## config.mk

```make
export PLATFORM = sky130hd
export DESIGN_NAME = branch_predictor_gshare
export DESIGN_NICKNAME = d
export VERILOG_FILES = /design/src/rtl/branch_predictor_gshare_pkg.sv /design/src/rtl/branch_predictor_gshare_bht_table.sv /design/src/rtl/branch_predictor_gshare.sv
export SDC_FILE = /design/constraint.sdc
export NUM_CORES = 1
export LEC_CHECK = 0
export CAP_MARGIN = 15
export CORE_AREA = 2 2 186 188
export DETAILED_ROUTE_END_ITERATION = 12
export DIE_AREA = 0 0 188 190
export GPL_ROUTABILITY_DRIVEN = 1
export PLACE_DENSITY_LB_ADDON = 0.25
export SLEW_MARGIN = 20
export SYNTH_ARGS = -nofsm -noshare
export SYNTH_HDL_FRONTEND = slang
export SYNTH_HIERARCHICAL = 1
export SYNTH_SLANG_ARGS = --single-unit
```

## constraint.sdc

```tcl
create_clock -name clk -period 8.6 [get_ports clk]
set_input_delay 0.86 -clock clk [delete_from_list [all_inputs] [get_ports clk]]
set_output_delay 0.86 -clock clk [all_outputs]
set_load 0.03 [all_outputs]
```

## src/rtl/branch_predictor_gshare_pkg.sv

```systemverilog
// Shared types, constants and saturating-counter helpers for the branch predictor.
package bp_pkg;

  localparam int DATA_WID    = 32;
  localparam int PC_WORD_OFF = 2;
  localparam int CTR_W_MAX   = 4;

  // Wide enough for any legal counter width; callers truncate to CTR_BITS.
  typedef logic [CTR_W_MAX-1:0] ctr_t;

  function automatic ctr_t ctr_max(input int bits);
    return ctr_t'((1 << bits) - 1);
  endfunction

  function automatic ctr_t ctr_init(input int bits);
    return ctr_t'((1 << (bits - 1)) - 1);
  endfunction

  function automatic ctr_t sat_inc(input ctr_t v, input int bits);
    return (v >= ctr_max(bits)) ? v : v + ctr_t'(1);
  endfunction

  function automatic ctr_t sat_dec(input ctr_t v, input int bits);
    return (v == '0) ? v : v - ctr_t'(1);
  endfunction

endpackage

```

## src/rtl/branch_predictor_gshare_bht_table.sv

```systemverilog
// Branch history table: ENTRIES saturating counters, one combinational read
// port and one synchronous saturating-update port.
module bht_table
  import bp_pkg::*;
#(
  parameter int ENTRIES  = 64,
  parameter int CTR_BITS = 2,
  parameter int IDX      = $clog2(ENTRIES)
) (
  input  logic                clk,
  input  logic                rst,
  input  logic [IDX-1:0]      rd_idx,
  output logic [CTR_BITS-1:0] rd_ctr,
  input  logic                upd_en,
  input  logic [IDX-1:0]      upd_idx,
  input  logic                upd_taken
);

  logic [CTR_BITS-1:0] ctr_q [ENTRIES];
  logic [CTR_BITS-1:0] ctr_d [ENTRIES];
  ctr_t                upd_cur;

  // Reads see the registered array only, so a same-cycle update is not bypassed.
  assign rd_ctr = ctr_q[rd_idx];

  always_comb begin
    // NOTE: every always_comb output gets a default first so no latch is inferred.
    ctr_d   = ctr_q;
    upd_cur = ctr_t'(ctr_q[upd_idx]);
    if (upd_en) begin
      ctr_d[upd_idx] = CTR_BITS'(upd_taken ? sat_inc(upd_cur, CTR_BITS)
                                           : sat_dec(upd_cur, CTR_BITS));
    end
  end

  // NOTE: the table must reset to weakly-not-taken, so this array is a
  // resettable flop bank rather than a RAM macro.
  always_ff @(posedge clk or negedge rst) begin
    if (!rst) begin
      for (int i = 0; i < ENTRIES; i++) begin
        ctr_q[i] <= CTR_BITS'(ctr_init(CTR_BITS));
      end
    end else begin
      ctr_q <= ctr_d;
    end
  end

endmodule

```

## src/rtl/branch_predictor_gshare.sv

```systemverilog
// ID-stage gshare/bimodal branch predictor: index hashing, non-speculative
// global history, next-PC selection and resolution statistics.
module branch_predictor_gshare
  import bp_pkg::*;
#(
  parameter int ENTRIES  = 64,
  parameter int CTR_BITS = 2,
  parameter int GHR_BITS = 0
) (
  input  logic                clk,
  input  logic                rst,
  input  logic                branch,
  input  logic                ujtype,
  input  logic                is_jalr,
  input  logic [DATA_WID-1:0] pc,
  input  logic [DATA_WID-1:0] imm,
  input  logic [DATA_WID-1:0] rs1_data,
  input  logic                old_branch,
  input  logic [DATA_WID-1:0] old_pc,
  input  logic                old_predict,
  input  logic                old_actual,
  input  logic [DATA_WID-1:0] old_branch_pc,
  output logic [DATA_WID-1:0] target_pc,
  output logic                predict_result,
  output logic                predict_fail,
  output logic [DATA_WID-1:0] stat_pred,
  output logic [DATA_WID-1:0] stat_miss
);

  localparam int IDX = $clog2(ENTRIES);
  // In bimodal mode the history register shrinks to one unused bit that stays 0.
  localparam int GW  = (GHR_BITS > 0) ? GHR_BITS : 1;

  logic [GW-1:0]       ghr_q, ghr_d;
  logic [DATA_WID-1:0] stat_pred_q, stat_pred_d;
  logic [DATA_WID-1:0] stat_miss_q, stat_miss_d;
  logic [IDX-1:0]      ghr_ext, rd_idx, upd_idx;
  logic [CTR_BITS-1:0] rd_ctr;

  assign ghr_ext = (GHR_BITS > 0) ? IDX'(ghr_q) : '0;
  assign rd_idx  = pc[IDX+PC_WORD_OFF-1:PC_WORD_OFF] ^ ghr_ext;
  assign upd_idx = old_pc[IDX+PC_WORD_OFF-1:PC_WORD_OFF] ^ ghr_ext;

  bht_table #(
    .ENTRIES  (ENTRIES),
    .CTR_BITS (CTR_BITS),
    .IDX      (IDX)
  ) u_bht (
    .clk       (clk),
    .rst       (rst),
    .rd_idx    (rd_idx),
    .rd_ctr    (rd_ctr),
    .upd_en    (old_branch),
    .upd_idx   (upd_idx),
    .upd_taken (old_actual)
  );

  assign predict_result = branch & rd_ctr[CTR_BITS-1];
  assign predict_fail   = old_branch & (old_predict != old_actual);

  always_comb begin
    if (predict_fail) begin
      target_pc = old_actual ? old_branch_pc : old_pc + DATA_WID'(4);
    end else if (ujtype && is_jalr) begin
      target_pc = (rs1_data + imm) & ~DATA_WID'(1);
    end else if (ujtype || predict_result) begin
      target_pc = pc + imm;
    end else begin
      target_pc = pc + DATA_WID'(4);
    end
  end

  always_comb begin
    ghr_d       = ghr_q;
    stat_pred_d = stat_pred_q;
    stat_miss_d = stat_miss_q;
    if (old_branch) begin
      // Shifting in the resolved outcome drops the oldest bit by truncation.
      if (GHR_BITS > 0) ghr_d = GW'({ghr_q, old_actual});
      stat_pred_d = stat_pred_q + DATA_WID'(1);
      stat_miss_d = stat_miss_q + DATA_WID'(predict_fail);
    end
  end

  // NOTE: sequential state uses non-blocking assignments so every flop samples
  // the pre-edge values of the others.
  always_ff @(posedge clk or negedge rst) begin
    if (!rst) begin
      ghr_q       <= '0;
      stat_pred_q <= '0;
      stat_miss_q <= '0;
    end else begin
      ghr_q       <= ghr_d;
      stat_pred_q <= stat_pred_d;
      stat_miss_q <= stat_miss_d;
    end
  end

  assign stat_pred = stat_pred_q;
  assign stat_miss = stat_miss_q;

endmodule

```

After elaboration in Yosys (flattened, before gate mapping) --
Cells that the tools add are included.
Word-level totals: input bits 168, bits in latches 0, memories 0, logic and storage cells 103, RAM bits 0, flip-flop bits (word level) 192, ROM bits 0
Cells by class: divide/modulo/power cells 0, bitwise logic cells 4, shifts and indexed selects 0, $add $sub $neg 8, mux-type cells 16, reduce and logical (&&, ||, !) cells 4, eq/ne operators 1, magnitude comparators 4, multipliers 0
Operator list (count):
- bitwise mux 128 bit | 1
- two-way mux 32 bit | 4
- adder 32 x 3 -> 32 bit, second input constant | 2
- adder 32 bit | 2
- adder 32 x 1 -> 32 bit | 1
- adder 32 x 1 -> 32 bit, second input constant | 1
- binary-select mux 2 bit (select 6 bit) | 2
- two-way mux 2 bit | 8
- >= comparator 7 bit, second input constant | 2
- NOT 6 -> 7 bit | 2
- demux 2 bit (select 6 bit) | 1
- < comparator 7 x 1 -> 1 bit, second input constant | 1
- adder 2 x 1 -> 2 bit, second input constant | 1
- AND 1 bit | 2
- >= comparator 2 bit, second input constant | 1
- logical AND 1 bit | 2
- logical NOT 2 bit | 1
- subtractor 2 x 1 -> 2 bit, second input constant | 1
- logical OR 1 bit | 1
- inequality test 1 bit | 1

Depth between registers and ports, before layout --
depth in word-level cells 9, mapped depth 15, mapped depth without buffers 13

Modules after synthesis --
Netlist, hierarchy kept.
Modules (own cells, without submodules):
- branch_predictor_gshare | cells each 1041, sequential area each 1601.5 um^2, area an instance 8066.5 um^2, times used 1
- bht_table | cells each 636, sequential area each 3283.1 um^2, area an instance 6970.4 um^2, times used 1

Worst setup path before layout --
Ideal clock, no wire load.
path kind input to output, from input pc[2], to output target_pc[31], buffers on the path 4, stages 13, setup slack 2.726 ns, arrival time 5.014 ns, cells stage by stage clkbuf_1 buf_1 mux4_2 mux4_2 mux4_2 and2_1 nor2_1 clkbuf_1 buf_1 nand4_1 nand2_1 mux2i_1 nor3_1
On the way: cells in the longest elaborated chain, start to end 9, elaborated cells on any way between the ends 11, those cells by class add/sub (2); mux (6); bitwise (2); reduce/logical (1)
Ends and longest elaborated chain:
- start: declaration | RTL line branch_predictor_gshare.sv:15 | input logic [DATA_WID-1:0] pc,
- NOT 6 -> 7 bit (implied by the code) | RTL line branch_predictor_gshare_bht_table.sv:24 | assign rd_ctr = ctr_q[rd_idx];
- binary-select mux 2 bit (select 6 bit) | RTL line branch_predictor_gshare_bht_table.sv:24
- two-way mux 2 bit (implied by the code) (2 in a row) | RTL line branch_predictor_gshare_bht_table.sv:24
- via rd_ctr[1] | RTL line branch_predictor_gshare.sv:38 | logic [CTR_BITS-1:0] rd_ctr;
- AND 1 bit | RTL line branch_predictor_gshare.sv:58 | assign predict_result = branch & rd_ctr[CTR_BITS-1];
- via predict_result | RTL line branch_predictor_gshare.sv:24 | output logic predict_result,
- logical OR 1 bit | RTL line branch_predictor_gshare.sv:66 | end else if (ujtype || predict_result) begin
- two-way mux 32 bit | RTL line branch_predictor_gshare.sv:66
- two-way mux 32 bit | RTL line branch_predictor_gshare.sv:64 | end else if (ujtype && is_jalr) begin
- two-way mux 32 bit | RTL line branch_predictor_gshare.sv:62 | if (predict_fail) begin
- end: declaration | RTL line branch_predictor_gshare.sv:23 | output logic [DATA_WID-1:0] target_pc,
The timed path passes the listed nets, and every way through them passes these cells. The select of a mux whose other input is x is not followed.

Final worst setup path --
from input pc[2], to output target_pc[8]
On the way: cells in the longest elaborated chain, start to end 9, elaborated cells on any way between the ends 11, those cells by class add/sub (2); mux (6); bitwise (2); reduce/logical (1)
Ends and longest elaborated chain (RTL line):
- NOT 6 -> 7 bit (implied by the code) | branch_predictor_gshare_bht_table.sv:24
- binary-select mux 2 bit (select 6 bit) | branch_predictor_gshare_bht_table.sv:24
- two-way mux 2 bit (implied by the code) (2 in a row) | branch_predictor_gshare_bht_table.sv:24
- via rd_ctr[1] | branch_predictor_gshare.sv:38
- AND 1 bit | branch_predictor_gshare.sv:58
- logical OR 1 bit | branch_predictor_gshare.sv:66
- two-way mux 32 bit | branch_predictor_gshare.sv:66
- two-way mux 32 bit | branch_predictor_gshare.sv:64
- two-way mux 32 bit | branch_predictor_gshare.sv:62
The timed path passes the listed nets, and every way through them passes these cells. The select of a mux whose other input is x is not followed.

==> flow_metrics.tcl <==
set metrics [dict create \
    status "complete, no violations" \
    maxCapViolCount 0 \
    ctsResizeCount 0 \
    fin_crit_ps 6740 \
    drv_slew 0 \
    cts.sinks 192 \
    dr.pass1.iters 7 \
    n_antenna_cell 0 \
    io_buffers 265 \
    holdWs_ps 462 \
    cts_tree "yes" \
    finish.utilization_pct 53.4 \
    grt_max_degree 92 \
    vias 13709 \
    power_density_nw_per_um2 156 \
    root_buffer "clkbuf_16" \
    viasPerCell 5.84 \
    finClkSkew_ps 6.99 \
    post-cts-setup-buffers 0 \
    syn_to_final_growth_pct 24.5 \
    clkTransAtPathRegs_ps 70 \
    tns_ps 0 \
    die_area_sq_um 35700 \
    initial_core_util_pct 42.9 \
    grt_antenna_before_repair 0 \
    rsz0062_at_grt "false" \
    hold_buffers 0 \
    slowest_delay_ps 990 \
    synth_area_sq_um 14600 \
    antenna_left 0 \
    finalHoldViolCount 0 \
    grt_pass1_wl_um 73300 \
    cpMostUsedCell "mux4_2" \
    ir_drop_mv 0.144 \
    grt_pass1_vias 13586 \
    num_rows 68 \
    clock_path_buffers 2 \
    place_ws_ps 1820 \
    layout-drive-gt1-share_pct 10.6 \
    finalCritPeriodShare_pct 78.4 \
    setup_viol 0 \
    crit_arrival_ps 5880 \
    relSlewSlack_pct 25.1 \
    pin_count 266 \
    cp_cell_sequence "clkdlybuf4s50_1 -> buf_4 -> mux4_2 -> mux4_2 -> mux4_2 -> and2_1 -> or2_2 -> or3_1 -> o211ai_1 -> o211ai_1 -> o21ai_0 -> clkdlybuf4s50_1" \
    timing.fmax_mhz 148 \
    clk_latency_ps 440 \
    die_h_um 190 \
    syn_inst 1656 \
    core_sq_um 33900 \
    die_x_um 188 \
    end_kind "output port" \
    gp_congestion 0.977 \
    leakage_nw 7.28 \
    num-nets-final 2116 \
    cp_max_fo 26 \
    totalWireLength_um 46700 \
    h-tree-depth 4 \
    critPathKind "in2out" \
    drc_errors 0 \
    drt-wirelength-per-cell_um 19.9 \
    track_usage_pct 25.9 \
    drt_iter0_markers 1021 \
    hold_path.class "reg2reg" \
    required_ps 7740 \
    cp-start-kind "input port" \
    synth_area_per_cell_sq_um 8.79 \
    dp_hpwl_um 35200 \
    worstMarginPinSlew_ps 1120 \
    cts_made_buffers 17 \
    overflow 0 \
    yosysWarnings 6 \
    syn_nets 1892 \
    crit_slowest_cell "clkdlybuf4s50_1" \
    fin_ws_ps 1860 \
]
-- flip-flops by register name, indices dropped and copies added, names as in the netlist --
register,flops
stat_pred,32
stat_miss,32
u_bht/ctr_q,128
-- cell usage in the layout, fill, tap and decap left out, types with 11 or more instances in the layout --
cell type / count
nand2_1: 294
clkdlybuf4s50_1: 262
dfrtp_1: 128
o21ai_0: 122
xnor2_1: 92
a21oi_1: 82
nor2_1: 81
nand3_1: 70
xor2_1: 67
o21ai_1: 67
ha_1: 66
dfstp_2: 64
mux4_2: 47
and3_1: 38
nand4_1: 33
inv_1: 28
o211ai_1: 25
mux2i_1: 24
a21o_1: 23
a211oi_1: 22
buf_4: 18
clkbuf_16: 17
nor3_1: 16
a31oi_1: 15
mux2_2: 12
o22ai_1: 12
and2_1: 11
-- where the power goes --
group          switching (W)  internal (W)  total, W
clock network       0.000363      0.000435  0.000798
registers          0.0000737       0.00102   0.00109
logic               0.000532      0.000402  0.000934
-- per-layer routing --
layer | vias to the layer above | GRT usage [%] | part of all wire [%]
met4 | 0 | 11.5 | 4.2
met2 | 565 | 43.8 | 48
met1 | 6529 | 32.3 | 42
li1 | 6496 | - | -
met5 | - | 0 | 0
met3 | 119 | 4.57 | 6.5
-- worst max-delay path, delay by kind of cell --
family,cells,cell delay [ps]
buf+inv,3,2020
mux,3,1460
simple gates,3,1120
compound gates,3,400
-- metrics by stage --
step | total power, W | area, sq um | cells
2_1_floorplan | 0.00166 | 14600 | 1656
3_3_place_gp | 0.00202 | 17500 | 2316
3_5_place_dp | 0.00203 | 17500 | 2316
4_1_cts | 0.00284 | 18100 | 2348
5_1_grt | 0.00297 | 18100 | 2348
6_report | 0.00282 | 18100 | 2348
-- worst paths after layout --
kind / startpoint / endpoint / slack [ps] / depth (start not counted)
setup / recovery: pc[2] / target_pc[8] / 1860 / 12
hold / removal: u_bht/ctr_q[68] / u_bht/ctr_q[68] / 460 / 2
setup reg to reg: u_bht/ctr_q[35] / u_bht/ctr_q[97] / 5080 / 8
hold reg to reg: u_bht/ctr_q[68] / u_bht/ctr_q[68] / 460 / 2
max in group asynchronous: rst / u_bht/ctr_q[53] / 6250 / 3
min in group asynchronous: rst / stat_miss[27] / 480 / 1
-- layout make-up --
type                            count  area (sq um)
Inverter                           29           109
Fill cell                        3036         15800
Tap cell                          455           569
Multi-Input combinational cell   1357          9210
Sequential cell                   192          4880
Timing Repair Buffer              283          2780
Clock buffer                       18           429
Clock inverter                     14           154
Note: power is estimated with default switching activity, not from simulation.
